`src/rtl/seg7_scan_driver.sv`:
```
// seg7_scan_driver
//   Time-multiplexed driver for an N-digit common 7-segment display.
//   Packed BCD digits are captured into a shadow register only at frame
//   boundaries, so a frame never mixes old and new values. Each digit slot
//   lasts SCAN_DIV clocks. The first clock of every slot is a dead cycle
//   with everything off, which prevents ghosting while the anodes switch.
//   Leading zeros, blinking digits and invalid BCD codes are blanked.
//   Polarity inversion is applied last, and reset values follow it.
//
// Ports
//   clk         system clock
//   rst_n       asynchronous active-low reset
//   digits_in   packed BCD, digit k in bits [4k+3:4k], digit 0 least significant
//   load        request to capture digits_in at the next frame boundary
//   blank_lz    enable leading-zero suppression
//   blink_en    enable blinking of digits selected by blink_mask
//   blink_mask  1 = digit k blinks
//   seg         segments {a,b,c,d,e,f,g}, a is the MSB
//   an          one-hot digit select
//   frame_done  one-clock pulse at the end of each frame
module seg7_scan_driver #(
   parameter int N_DIGITS       = 3,
   parameter int SCAN_DIV       = 1000,
   parameter int BLINK_FRAMES   = 250,
   parameter int SEG_ACTIVE_LOW = 0,
   parameter int AN_ACTIVE_LOW  = 0
) (
   input  logic                    clk,
   input  logic                    rst_n,
   input  logic [4*N_DIGITS-1:0]   digits_in,
   input  logic                    load,
   input  logic                    blank_lz,
   input  logic                    blink_en,
   input  logic [N_DIGITS-1:0]     blink_mask,
   output logic [6:0]              seg,
   output logic [N_DIGITS-1:0]     an,
   output logic                    frame_done
);

   localparam int DIV_W  = $clog2(SCAN_DIV);
   localparam int SLOT_W = (N_DIGITS > 1) ? $clog2(N_DIGITS) : 1;
   localparam int FRM_W  = (BLINK_FRAMES > 1) ? $clog2(BLINK_FRAMES) : 1;

   localparam logic [DIV_W-1:0]    DIV_LAST  = DIV_W'(SCAN_DIV - 1);
   localparam logic [SLOT_W-1:0]   SLOT_LAST = SLOT_W'(N_DIGITS - 1);
   localparam logic [FRM_W-1:0]    FRM_LAST  = FRM_W'(BLINK_FRAMES - 1);
   localparam logic [6:0]          SEG_INV   = (SEG_ACTIVE_LOW != 0) ? '1 : '0;
   localparam logic [N_DIGITS-1:0] AN_INV    = (AN_ACTIVE_LOW != 0) ? '1 : '0;

   function automatic logic [6:0] seg_decode(input logic [3:0] d);
      case (d)
         4'd0:    return 7'b1111110;
         4'd1:    return 7'b0110000;
         4'd2:    return 7'b1101101;
         4'd3:    return 7'b1111001;
         4'd4:    return 7'b0110011;
         4'd5:    return 7'b1011011;
         4'd6:    return 7'b1011111;
         4'd7:    return 7'b1110000;
         4'd8:    return 7'b1111111;
         4'd9:    return 7'b1110011;
         default: return 7'b0000000;
      endcase
   endfunction

   logic [4*N_DIGITS-1:0] shadow;
   logic                  pending;
   logic [DIV_W-1:0]      div_cnt;
   logic [SLOT_W-1:0]     slot;
   logic [FRM_W-1:0]      frame_cnt;
   logic                  phase_hidden;

   logic [3:0]            digit_arr [N_DIGITS];
   logic [N_DIGITS-1:0]   lz;
   logic [N_DIGITS-1:0]   an_sel;
   logic                  still_zero;
   logic                  tc;
   logic                  boundary;
   logic                  off;
   logic [6:0]            seg_next;
   logic [N_DIGITS-1:0]   an_next;

   always_comb begin
      for (int i = 0; i < N_DIGITS; i++) begin
         digit_arr[i] = shadow[4*i +: 4];
      end
   end

   // Scan from the most significant digit down; a digit is a leading zero
   // while every digit above it (and itself) is zero. Digit 0 always shows.
   always_comb begin
      lz         = '0;
      still_zero = 1'b1;
      for (int i = N_DIGITS - 1; i >= 0; i--) begin
         still_zero = still_zero & (digit_arr[i] == 4'd0);
         lz[i]      = still_zero & (i != 0);
      end
   end

   always_comb begin
      an_sel       = '0;
      an_sel[slot] = 1'b1;
   end

   assign tc       = (div_cnt == DIV_LAST);
   assign boundary = tc && (slot == '0);

   // Dead cycle, leading-zero blanking and blink blanking all turn the
   // whole slot off, anode included.
   assign off = (div_cnt == '0)
              || (blank_lz && lz[slot])
              || (blink_en && phase_hidden && blink_mask[slot]);

   assign seg_next = off ? 7'b0000000 : seg_decode(digit_arr[slot]);
   assign an_next  = off ? '0 : an_sel;

   always_ff @(posedge clk or negedge rst_n) begin
      if (!rst_n) begin
         shadow       <= '0;
         pending      <= 1'b0;
         div_cnt      <= '0;
         slot         <= SLOT_LAST;
         frame_cnt    <= '0;
         phase_hidden <= 1'b0;
         seg          <= SEG_INV;
         an           <= AN_INV;
         frame_done   <= 1'b0;
      end else begin
         if (tc) begin
            div_cnt <= '0;
            slot    <= (slot == '0) ? SLOT_LAST : slot - 1'b1;
         end else begin
            div_cnt <= div_cnt + 1'b1;
         end

         // A load arriving on the boundary cycle itself is captured directly.
         if (boundary) begin
            pending <= 1'b0;
            if (pending || load) begin
               shadow <= digits_in;
            end
            if (frame_cnt == FRM_LAST) begin
               frame_cnt    <= '0;
               phase_hidden <= ~phase_hidden;
            end else begin
               frame_cnt <= frame_cnt + 1'b1;
            end
         end else if (load) begin
            pending <= 1'b1;
         end

         seg        <= seg_next ^ SEG_INV;
         an         <= an_next ^ AN_INV;
         frame_done <= boundary;
      end
   end

endmodule

```
`config.mk`:
```
export PLATFORM = sky130hd
export DESIGN_NAME = seg7_scan_driver
export DESIGN_NICKNAME = d
export VERILOG_FILES = /design/src/rtl/seg7_scan_driver.sv
export SDC_FILE = /design/constraint.sdc
export NUM_CORES = 1
export LEC_CHECK = 0
export BUFFER_PORTS_ARGS = -buffer_cell sky130_fd_sc_hd__buf_2
export CORE_AREA = 2 2 85 87
export CTS_CLUSTER_SIZE = 30
export DETAILED_ROUTE_END_ITERATION = 12
export DIE_AREA = 0 0 87 89
export GPL_TIMING_DRIVEN = 0
export PLACE_DENSITY = 0.53
export SYNTH_ARGS = -nofsm -noshare
export SYNTH_HDL_FRONTEND = slang
export SYNTH_SLANG_ARGS = --single-unit
```
`constraint.sdc`:
```
create_clock -name clk -period 5.5 [get_ports clk]
set_input_delay 0.825 -clock clk [delete_from_list [all_inputs] [get_ports clk]]
set_output_delay 0.825 -clock clk [all_outputs]
set_load 0.005 [all_outputs]
```
Yosys cells after proc, flatten, opt, wreduce, memory -nomap -nowiden --
Memory sizes are Yosys's and may differ from the RTL's. Index checks and enable logic that the tools add are counted.
Operators by class: add/subtract/negate cells 3, magnitude comparators 3, equality and inequality tests 2, multiplexer cells 16, bitwise operators 3, reductions and logical operators 15
Operator list (count):
- $add A10 B1 Y10 const B | 1
- $eq A10 B10 Y1 const B | 1
- $logic_not A10 Y1 | 1
- $mux W10 | 1
- $add A8 B1 Y8 const B | 1
- $bmux W4 S2 | 1
- $eq A8 B8 Y1 const B | 1
- $logic_not A4 Y1 | 2
- $mux W4 | 2
- $mux W8 | 1
- $mux W7 | 1
- $logic_and A1 B1 Y1 | 5
- $mux W1 | 5
- $bmux W1 S2 | 2
- $reduce_and A2 Y1 | 2
- $ge A3 B3 Y1 const B | 1
- $logic_or A1 B1 Y1 | 3
- $lt A2 B3 Y1 const B | 1
- $mux W3 | 1
- $not A2 Y3 | 1
- $demux W1 S2 | 1
- $ge A2 B1 Y1 const B | 1
- $logic_not A2 Y1 | 1
- $mux W2 | 1
- other kinds (4) | 4
Word-level totals: register bits after elaboration 45, bits in read-only memories 112, bits of input ports 20, output and inout bits 11, logic and storage cells 52, memories kept 1
Memories:
- (no name shown) | depth 16, bits a word 7, rd ports 1, clocked after memory_dff 0, write ports 0, line 51 | case (d)

Longest topological paths before layout --
depth after elaboration 8, gate-level depth with buffers 8, depth with buffers taken out 7

Least setup slack after synthesis --
OpenSTA, ideal clock, no wires.
path type input port to flip-flop, from input port blink_mask[1], to register seg[4], library setup time 77 ps, arrival time 1759 ps, required time 5423 ps, path slack 3663 ps, stages on the path 6, buffers on the path 1, cells stage by stage mux2_2 -> a22oi_1 -> o22ai_1 -> a31o_2 -> buf_6 -> a21oi_1
On the way: longest elaborated chain between the ends 5
Ends and longest elaborated chain:
- start: declaration | line 34 | input logic [N_DIGITS-1:0] blink_mask,
- $bmux W1 S2 | line 112 | || (blink_en && phase_hidden && blink_mask[slot]);
- $mux W1 (implied by the code) | line 112
- $logic_and A1 B1 Y1 | line 112
- $logic_or A1 B1 Y1 | line 112
- $mux W7 | line 114 | assign seg_next = off ? 7'b0000000 : seg_decode(digit_arr[slot]);
- via seg_next[4] | line 80 | logic [6:0] seg_next;
- end signal: assignment | line 152 | seg <= seg_next ^ SEG_INV;
- end: declaration | line 35 | output logic [6:0] seg,
The timed path passes the listed nets, and every way through them passes these cells. The select of a mux whose other input is x is not followed. A chain may end at the register's enable or synchronous reset.

Worst setup path after layout --
from register slot[1], to register frame_cnt[7]
On the way: longest elaborated chain between the ends 2
Ends and longest elaborated chain:
- start: declaration | line 69 | logic [SLOT_W-1:0] slot;
- start signal: assignment | line 131 | slot <= (slot == '0) ? SLOT_LAST : slot - 1'b1;
- $logic_not A2 Y1 | line 106 | assign boundary = tc && (slot == '0);
- $logic_and A1 B1 Y1 | line 106
- via boundary | line 78 | logic boundary;
- end signal: assignment | line 146 | frame_cnt <= frame_cnt + 1'b1;
- end: declaration | line 70 | logic [FRM_W-1:0] frame_cnt;
The timed path passes the listed nets, and every way through them passes these cells.

==> impl_results.md <==
* Maximum vdd drop at between 0.1 and 0.15 mV
* Required @ worst endpoint at 5.69 ns
* Area Growth Syn to Fin at 14.3%
* Starting DRT DRC Count at 32
* First-pass GRT wire length at ~7300 um
* Setup TNS at 0 ns
* Max-slew violation count at 0
* RSZ-0062 raised after global routing: no
* Top cells by area, synth: dfrtp_1 47%, ha_1 6.9%, mux2_4 6.4%
* Layout Skew at ~0.0056 ns
* N_diodes at 0
* Max-slew headroom at the worst pin at between 30% and 40%
* DR WL/cell at between 10 and 15 um
* Highest net fanout along the worst path at 10
* Nature of the critical path startpoint: flop
* Worst setup EP type: flop
* Gate Count Post-Synth at 222
* Synth area leader: dfrtp_1
* Placer Congestion at 0.768
* Worst-skew pair later-pin latency at a little under 0.3 ns
* Setup CP Type: reg2reg
* Fmax at 491 MHz
* Largest net degree at the start of global routing at between 40 and 50
* DP HPWL at 3040 um
* Status: finished, final reports clean
* DR vias at 1630
* Post-synth ARST share at 100%
* Max-Cap Viols at 0
* TritonCTS clock tree: built
* Synth cell types at 40
* Post-route ant nets at 0
* Clock-pin slew on the worst setup and hold paths at about 0.08 ns
* Top-area cell type share of the netlist area at between 40% and 50%
* Most frequent cells after synthesis: 44 x dfrtp_1, 27 x nand2_1, 23 x nor2_1
* Port Buffer Count at 30
* Total CTS buffers at 5
* Via density per instance at a little under 5
* Vias in the first global route at 1561
* Static Leak at around 1.3 nW
* DRC violations left at 0
* Pre-CTS setup slack at approximately 3.4 ns
* P per Cell Area at ~210 mW/mm^2
* Longest Clk Path Bufs at 2
* Top-count cell post-synth: dfrtp_1
* Syn_area_per_cell at roughly 11 um^2
* Minimum clock period at between 2 and 2.5 ns
* Total grt overflow at 0
* IO Pins at 31
* Slew @ Worst Pin at between 1 and 1.5 ns
* NumNets Final at 292
* Router iterations before antenna repair at 4
* Final Hold Fails at 0
* Hold crit path type: reg2reg
* H-Tree Depth at 2
* Initial Utilization at 35.0%
* Routed Wire Length at roughly 4300 um
* CTS root buf: clkbuf_8
* Site row count at 30
* Setup ws final at 3.46 ns
* Post CTS Setup Buffer Count at 0
* Mapped Area at around 0.0024 mm^2
* Post-synth EDFFs at 0
* Die X at around 87 um
* Yosys warnings at 0
* Post-synthesis sequential area ratio at a little under half
* Period utilization at about 37%
* Tot GR Track Use at 12.2%
* CP arrival at between 2 and 2.5 ns
* Prevailing post-synth register cell: dfrtp_1
* Synthesis-stage register bit count at 45
* Core ar. at 0.00672 mm^2
* Hold Buf Count CTS at 0
* CTS sink cnt at 45
* Syn nets at about 260
* Setup violators final at 0
* Resize count post-CTS at 0
* Initial antenna violation count at 0
* Die area at between 0.007 and 0.008 mm^2
* Fraction of layout cells with a size suffix above 1 at between 20% and 30%
* DIE HEIGHT at 89 um
-- logic make-up after synthesis --
family | count (synthesis) | share of synthesized area (%)
xor gates and xnor gates | 7 | 2.61
buffers and inverters | 19 | 4.42
DFF | 45 | 48.0
AOI/OAI and AO/OA | 37 | 9.74
adders and majority gates | 13 | 6.92
and+or+nand+nor | 80 | 17.0
muxes | 21 | 11.3
-- final cells by class --
cell class	count	area, um^2
Inverter	12	45.0
Buffer	7	58.8
Sequential cell	45	1130
Timing Repair Buffer	30	150
Clock buffer	7	86.3
Fill cell	676	4030
Tap cell	80	100
Multi-Input combinational cell	158	1120
-- routing by layer --
metal / share of wire, % / wire length, um / GRT usage [%] / vias up
met1: 47 / 2040 / 16.0 / 766
met5: 0 / 0 / 0 / -
met3: 3.5 / 151 / 3.42 / 5
li1: - / - / - / 834
met2: 48 / 2050 / 19.3 / 25
met4: 1.2 / 51 / 4.26 / 0
-- power breakdown --
| group | internal [mW] | switching, mW |
|---|---|---|
| clock | 0.100 | 0.112 |
| sequential | 0.331 | 0.00000000000000000341 |
| combinational | 0.00543 | 0.00853 |
| total | 0.436 | 0.120 |
-- metrics by stage --
stage / power (mW) / area, um^2 / util (%) / hold slack (ns) / std cells
6_report: 0.556 / 2690 / 40.0 / 0.479 / 339
5_1_grt: 0.578 / 2690 / 40.0 / 0.511 / 339
4_1_cts: 0.564 / 2690 / 40.0 / 0.488 / 339
3_5_place_dp: 0.352 / 2600 / 38.7 / 0.476 / 332
3_3_place_gp: 0.352 / 2600 / 38.7 / 0.462 / 332
2_1_floorplan: 0.338 / 2350 / - / 0.445 / 222
-- sequential cells by signal, indices dropped and copies added (netlist names) --
| name | count |
|---|---|
| an | 3 |
| div_cnt | 10 |
| frame_cnt | 8 |
| frame_done | 1 |
| pending | 1 |
| phase_hidden | 1 |
| seg | 7 |
| shadow | 12 |
| slot | 2 |
-- path summary, 6_finish.rpt --
| kind | start | endpoint | cells after the start | slack [ns] |
|---|---|---|---|---|
| min reg2reg | phase_hidden$_DFFE_PN0P_ | phase_hidden$_DFFE_PN0P_ | 1 | 0.48 |
| max reg2reg | slot[1]$_DFFE_PN1N_ | frame_cnt[7]$_DFFE_PN0P_ | 8 | 3.46 |
| max in group asynchronous | rst_n | frame_cnt[5]$_DFFE_PN0P_ | 1 | 4.19 |
| min | phase_hidden$_DFFE_PN0P_ | phase_hidden$_DFFE_PN0P_ | 1 | 0.48 |
| min in group asynchronous | rst_n | seg[3]$_DFF_PN0_ | 1 | 0.70 |
| max | slot[1]$_DFFE_PN1N_ | frame_cnt[7]$_DFFE_PN0P_ | 8 | 3.46 |
-- cell usage in the layout (no fill, tap or decap), drive strengths merged, types with 6 or more instances in the layout --
master,n
o21ai,12
inv,12
a21oi,9
buf,37
dfrtp,44
clkbuf,7
nor2,23
nand2,27
ha,13
mux2i,6
mux2,15
-- critical path: stages, from the launching register on --
cell and delay, ns:
dfstp_2 0.59, buf_2 0.22, inv_1 0.10, ha_1 0.26, nand4_1 0.14, buf_4 0.18, inv_2 0.08, a22o_1 0.20
a22o_1 0.17
No activity file was read; power rests on OpenSTA's default activity.
